$ cat config.mk
export PLATFORM = sky130hd
export DESIGN_NAME = pattern_detector_n
export DESIGN_NICKNAME = d
export VERILOG_FILES = /design/src/rtl/pattern_detector_n.sv
export SDC_FILE = /design/constraint.sdc
export NUM_CORES = 1
export LEC_CHECK = 0
export CORE_ASPECT_RATIO = 1.4
export CORE_MARGIN = 2
export CORE_UTILIZATION = 39
export DETAILED_ROUTE_END_ITERATION = 7
export PLACE_DENSITY_LB_ADDON = 0.3
export SETUP_SLACK_MARGIN = 0.05
export SLEW_MARGIN = 30
export SYNTH_ARGS = -nofsm -noshare
export SYNTH_HDL_FRONTEND = slang
export SYNTH_SLANG_ARGS = --single-unit
$ cat constraint.sdc
create_clock -name clock -period 2.12 [get_ports clock]
set_clock_uncertainty 0.1 [all_clocks]
set_input_delay 0.318 -clock clock [delete_from_list [all_inputs] [get_ports clock]]
set_output_delay 0.318 -clock clock [all_outputs]
set_load 0.02 [all_outputs]
$ cat src/rtl/pattern_detector_n.sv
// Serial pattern detector: shifts in qualified bits, flags a WIDTH-bit match one
// clock later, and keeps a saturating count of matches.
module pattern_detector_n #(
    parameter int               WIDTH   = 4,
    parameter logic [WIDTH-1:0] PATTERN = 4'b1011,
    parameter bit               OVERLAP = 1'b1,
    parameter int               CNT_W   = 8
) (
    input  logic             clock,
    input  logic             reset,
    input  logic             in,
    input  logic             valid,
    input  logic             clear,
    output logic             out,
    output logic [CNT_W-1:0] match_count,
    output logic [WIDTH-1:0] history
);

    localparam int               FILL_W   = $clog2(WIDTH + 1);
    localparam logic [FILL_W-1:0] FILL_MAX = FILL_W'(WIDTH);
    localparam logic [FILL_W-1:0] FILL_PRE = FILL_W'(WIDTH - 1);
    localparam logic [CNT_W-1:0]  CNT_MAX  = '1;

    logic [WIDTH-1:0]  hist;
    logic [WIDTH-1:0]  hist_next;
    logic [FILL_W-1:0] fill;
    logic              match;

    // The fill guard keeps a reset-valued hist from matching an all-zero pattern.
    always_comb begin
        hist_next = {hist[WIDTH-2:0], in};
        match     = valid && (hist_next == PATTERN) && (fill >= FILL_PRE);
    end

    // NOTE: state registers use non-blocking assignments so every register
    // samples pre-edge values and simulation matches the synthesized flops.
    always_ff @(posedge clock) begin
        if (reset || clear) begin
            hist        <= '0;
            fill        <= '0;
            match_count <= '0;
            out         <= 1'b0;
        end else begin
            out <= match;
            if (valid) begin
                hist <= hist_next;
                if (match && !OVERLAP)
                    fill <= '0;
                else if (fill != FILL_MAX)
                    fill <= fill + FILL_W'(1);
            end
            if (match && (match_count != CNT_MAX))
                match_count <= match_count + CNT_W'(1);
        end
    end

    assign history = hist;

endmodule

Word level (Yosys, flattened, before mapping). Index checks and enable logic that the tools add are counted.

$add $sub $neg: 2. $lt $le $gt $ge: 1. Equal/unequal tests: 3. Reductions and logical operators: 5.

Operators by type and width (number): $add 8x1->8 const B (1); $ne 8x8->1 const B (1); $eq 4x4->1 const B (1); $add 3x1->3 const B (1); $ge 3x2->1 const B (1); $logic_and 1x1->1 (3); $ne 3x3->1 const B (1); $reduce_and 2->1 (1); $logic_or 1x1->1 (1).

Register bits after elaboration: 16. Input port bits: 5. Output and inout bits: 13.

Logic depth before layout (Yosys ltp).
Word-level depth: 4. Gate-level depth with buffers: 6. Mapped depth without buffers: 6.

Worst setup path after synthesis. No wires, ideal clock.

Path kind: register to register. Start: reg fill[0]. End: reg match_count[4]. Arrival time: 1.538 ns. Data required time: 1.949 ns. Setup slack: 0.411 ns. Stages on the path, launching flop included: 7. Buffers on the path: 0. Period minus slack after synthesis: 1.709 ns. Cell sequence: dfxtp_1 > ha_1 > ha_1 > a211o_1 > nand3_4 > or4_1 > a21oi_1.

Cells in the longest elaborated chain, start to end: 3.

RTL lines: from (decl) (line 26) `logic [FILL_W-1:0] fill;`; from (signal assigned) (line 50) `fill <= fill + FILL_W'(1);`; $ge 3x2->1 (line 32) `match = valid && (hist_next == PATTERN) && (fill >= FILL_PRE);`; $logic_and 1x1->1 (line 32); $logic_and 1x1->1 (line 52) `if (match && (match_count != CNT_MAX))`; to (signal assigned) (line 53) `match_count <= match_count + CNT_W'(1);`; to (decl) (line 15) `output logic [CNT_W-1:0] match_count,`.

No other way between the ends. A chain may end at the register's enable or synchronous reset.

Final worst setup path. Ends and elaborated chain as after synthesis.

==> out/metrics.json <==
{
  "outcome": {"value": "finished, final reports clean"},
  "yosys_warnings": {"value": 0},
  "finalSetupTns": {"value": 0, "unit": "ps"},
  "dieWidth": {"value": 41.6, "unit": "µm"},
  "dr.first_iter.drc_count": {"value": 10},
  "port_buffers": {"value": 17},
  "post-route-worst-setup-slack": {"value": 220, "unit": "ps"},
  "crit_path_cell_trace": {"value": "ha_1, ha_1, a211o_1, nand3_4, or4_1, a21oi_1"},
  "ant_nets": {"value": 0},
  "internal_power": {"value": 0.000423, "unit": "W"},
  "fin_area": {"value": 998, "unit": "µm²"},
  "max_stage_delay": {"value": 520, "unit": "ps"},
  "setup_viol_count_final": {"value": 0},
  "combPwrFrac": {"value": 5.8, "unit": "%"},
  "grt_setup_unrepaired": {"value": "false"},
  "wire_per_inst": {"value": 12.7, "unit": "µm"},
  "worst_voltage_drop_across_the_vdd_grid": {"value": 0.375, "unit": "mV"},
  "timing.fmax": {"value": 0.526, "unit": "GHz"},
  "die_area": {"value": 2360, "unit": "µm²"},
  "globalplace.congestion": {"value": 0.701},
  "start_util": {"value": 40.2, "unit": "%"},
  "n_antenna_cell": {"value": 0},
  "synth.most_common_cell": {"value": "sky130_fd_sc_hd__dfxtp_1"},
  "cts_tree": {"value": "built"},
  "syn-num-nets": {"value": 93},
  "post-dp-hpwl": {"value": 1.20, "unit": "mm"},
  "clock-root-buffer": {"value": "sky130_fd_sc_hd__clkbuf_4"},
  "power.density_cell_area": {"value": 536, "unit": "nW/µm²"},
  "critical_path_required_time": {"value": 2240, "unit": "ps"},
  "route.met3.wl": {"value": 51, "unit": "µm"},
  "grt_pass1_vias": {"value": 641},
  "core_area": {"value": 1930, "unit": "µm²"},
  "drt_drc_violations_left": {"value": 0},
  "grt_max_degree": {"value": 16},
  "numClockSinks": {"value": 16},
  "critical_path.slowest_cell": {"value": "sky130_fd_sc_hd__or4_1"},
  "total_leakage_power": {"value": 0.351, "unit": "nW"},
  "netlist-cell-type-count": {"value": 31},
  "clock_insertion_delay_worst_skew": {"value": 280, "unit": "ps"},
  "dr_total_vias": {"value": 682},
  "crit_buf_inv": {"value": 0},
  "route.final.wire_length": {"value": 1.58, "unit": "mm"},
  "crit_path_max_fanout": {"value": 9},
  "worst_pin_slew": {"value": 408, "unit": "ps"},
  "worst_path_most_repeated_cell": {"value": "sky130_fd_sc_hd__ha_1"},
  "post_synth_main_area_contributors": {"value": "sky130_fd_sc_hd__dfxtp_1 (41%), sky130_fd_sc_hd__ha_1 (6.5%), sky130_fd_sc_hd__mux2i_1 (5.2%), sky130_fd_sc_hd__nor2_1 (4.9%), sky130_fd_sc_hd__a21oi_1 (3.9%)"},
  "capturing_element_type_of_the_critical_path": {"value": "flop"},
  "flow.area_growth_from_synthesis": {"value": 29.1, "unit": "%"},
  "synth_top_cells_by_count": {"value": "sky130_fd_sc_hd__dfxtp_1 (16), sky130_fd_sc_hd__nor2_1 (10), sky130_fd_sc_hd__a21oi_1 (6), sky130_fd_sc_hd__inv_1 (5)"},
  "min_period_over_period": {"value": 89.6, "unit": "%"},
  "m1WireLength": {"value": 706, "unit": "µm"},
  "drt-vias-per-instance": {"value": 5.50},
  "critPathLaunchType": {"value": "flop"},
  "synth_enable_flop_cells": {"value": 0},
  "die-height": {"value": 56.7, "unit": "µm"},
  "clock_path_buffers": {"value": 2},
  "post-route-min-period": {"value": 1900, "unit": "ps"},
  "netlist_instances": {"value": 84},
  "switching_share": {"value": 20.9, "unit": "%"},
  "critical_path_arrival": {"value": 2020, "unit": "ps"},
  "most_common_flop_cell_mapped_by_yosys": {"value": "sky130_fd_sc_hd__dfxtp_1"},
  "grt_pass1_wl": {"value": 2.71, "unit": "mm"},
  "switching_power": {"value": 0.000112, "unit": "W"},
  "worst_slew_margin": {"value": 72.6, "unit": "%"},
  "syn-cell-area": {"value": 773, "unit": "µm²"},
  "power.total": {"value": 0.000535, "unit": "W"},
  "htree_levels": {"value": 1},
  "grt_overflow_total": {"value": 0},
  "yosys.area.top_type_share": {"value": 41.4, "unit": "%"},
  "timing_max_transition_violations_final": {"value": 0},
  "grt_antenna_before_repair": {"value": 0},
  "path_delay_family": {"value": "simple AND/OR/NAND/NOR gates"},
  "timing_hold_violations_final": {"value": 0},
  "sequentialPowerShare": {"value": 57.1, "unit": "%"},
  "ys_seq_area_share": {"value": 41.4, "unit": "%"},
  "routed_wl_met2": {"value": 786, "unit": "µm"},
  "number_of_detailed_route_iterations_in_the_first_pass": {"value": 4},
  "clk_pin_slew_worst_paths": {"value": 90, "unit": "ps"},
  "cap_viol_max_count": {"value": 0},
  "fin_nets": {"value": 113},
  "regToRegSetupSlack": {"value": 220, "unit": "ps"},
  "fill_cells": {"value": 182},
  "timing_worst_setup_path_type": {"value": "reg2reg"},
  "synthArstFlopShare": {"value": 0, "unit": "%"},
  "min-delay-path-class": {"value": "reg2reg"},
  "row_count": {"value": 19},
  "synthesis.area_per_instance": {"value": 9.21, "unit": "µm²"},
  "drive_gt1_share": {"value": 10.7, "unit": "%"},
  "routed.top_layer": {"value": "met4"},
  "post-place-ws": {"value": 59.0, "unit": "ps"},
  "grt_util_all_layers": {"value": 14.5, "unit": "%"},
  "biggest_area_consumer_among_synthesized_cells": {"value": "sky130_fd_sc_hd__dfxtp_1"},
  "pwr-share-clk": {"value": 37.1, "unit": "%"},
  "postSynthRegisterBits": {"value": 16},
  "placement.cell_area": {"value": 962, "unit": "µm²"},
  "number_of_buffers_added_by_the_clock_tree_synthesis_step": {"value": 3},
  "num_io_pins": {"value": 18}
}
==> stage by stage <==
step	util [%]	cells	hold WS (ps)
global placement	50.0	120	379
floorplan	-	84	365
CTS	51.9	124	411
finish	51.9	124	404
global route	51.9	124	464
detailed placement	50.0	120	389
==> layer usage <==
layer	track usage [%]	up-vias
met4	7.37	0
met2	24.8	15
met3	2.25	4
met5	0	-
met1	17.3	316
li1	-	347
==> power groups by stage <==
stage / Sequential, W / Combinational, W / Clock, W
6_report: 0.000306 / 0.0000311 / 0.000198
5_1_grt: 0.000306 / 0.0000346 / 0.000215
4_1_cts: 0.000306 / 0.0000317 / 0.000203
3_5_place_dp: 0.000313 / 0.0000317 / 0
3_3_place_gp: 0.000312 / 0.0000309 / 0
2_1_floorplan: 0.000313 / 0.0000188 / 0
==> placed cells by master, fill, tap and decap left out, types with 4 or more instances in the layout <==
cell type,netlist,layout
sky130_fd_sc_hd__a21oi_1,6,6
sky130_fd_sc_hd__clkdlybuf4s50_1,0,17
sky130_fd_sc_hd__dfxtp_1,16,16
sky130_fd_sc_hd__ha_1,4,4
sky130_fd_sc_hd__inv_1,5,5
sky130_fd_sc_hd__mux2i_1,4,4
sky130_fd_sc_hd__nand2_1,4,4
sky130_fd_sc_hd__nor2_1,10,10
==> repair_timing <==
action / CTS / global route
hold buffers: 0 / 0
setup buffers: 0 / 0
gates resized for setup: 0 / 1
setup endpoints to repair: 0 / 1
==> registers in the layout, indices dropped and copies added (netlist names) <==
register,cells
fill,3
history,4
match_count,8
out,1
==> worst register-to-register path, stage by stage (launching register included) <==
cell and delay, ps:
sky130_fd_sc_hd__dfxtp_1 410, sky130_fd_sc_hd__ha_1 170, sky130_fd_sc_hd__ha_1 140, sky130_fd_sc_hd__a211o_1 180
sky130_fd_sc_hd__nand3_4 140, sky130_fd_sc_hd__or4_1 530, sky130_fd_sc_hd__a21oi_1 160
==> worst paths after layout <==
check / start / to / cells after the start
min reg2reg: history[3] / history[3] / 2
max reg2reg: fill[0] / match_count[4] / 6
min: history[3] / history[3] / 2
max: fill[0] / match_count[4] / 6
==> layout make-up <==
type / instances / area (µm²) / share of cell area [%]
clock buffers: 4 / 36.3 / 3.63
inverters: 5 / 18.8 / 1.88
well taps: 21 / 26.3 / 2.63
multi-input cells: 59 / 412 / 41.2
repair buffers: 19 / 185 / 18.5
flip-flops and latches: 16 / 320 / 32.1
==> logic make-up (layout without fill, tap and decap cells) <==
logic type               Yosys count  count (layout)  share of synthesized area (%)
AND/OR/NAND/NOR                   30              30                           22.8
AO/OA/AOI/OAI                     20              20                           17.6
adder cells (fa/ha/maj)            4               4                           6.47
multiplexers                       4               4                           5.18
flip-flops                        16              16                           41.4
XOR/XNOR                           1               1                           1.13
buffers and inverters              9              28                           5.34
Power figures use the tool's default switching activity.
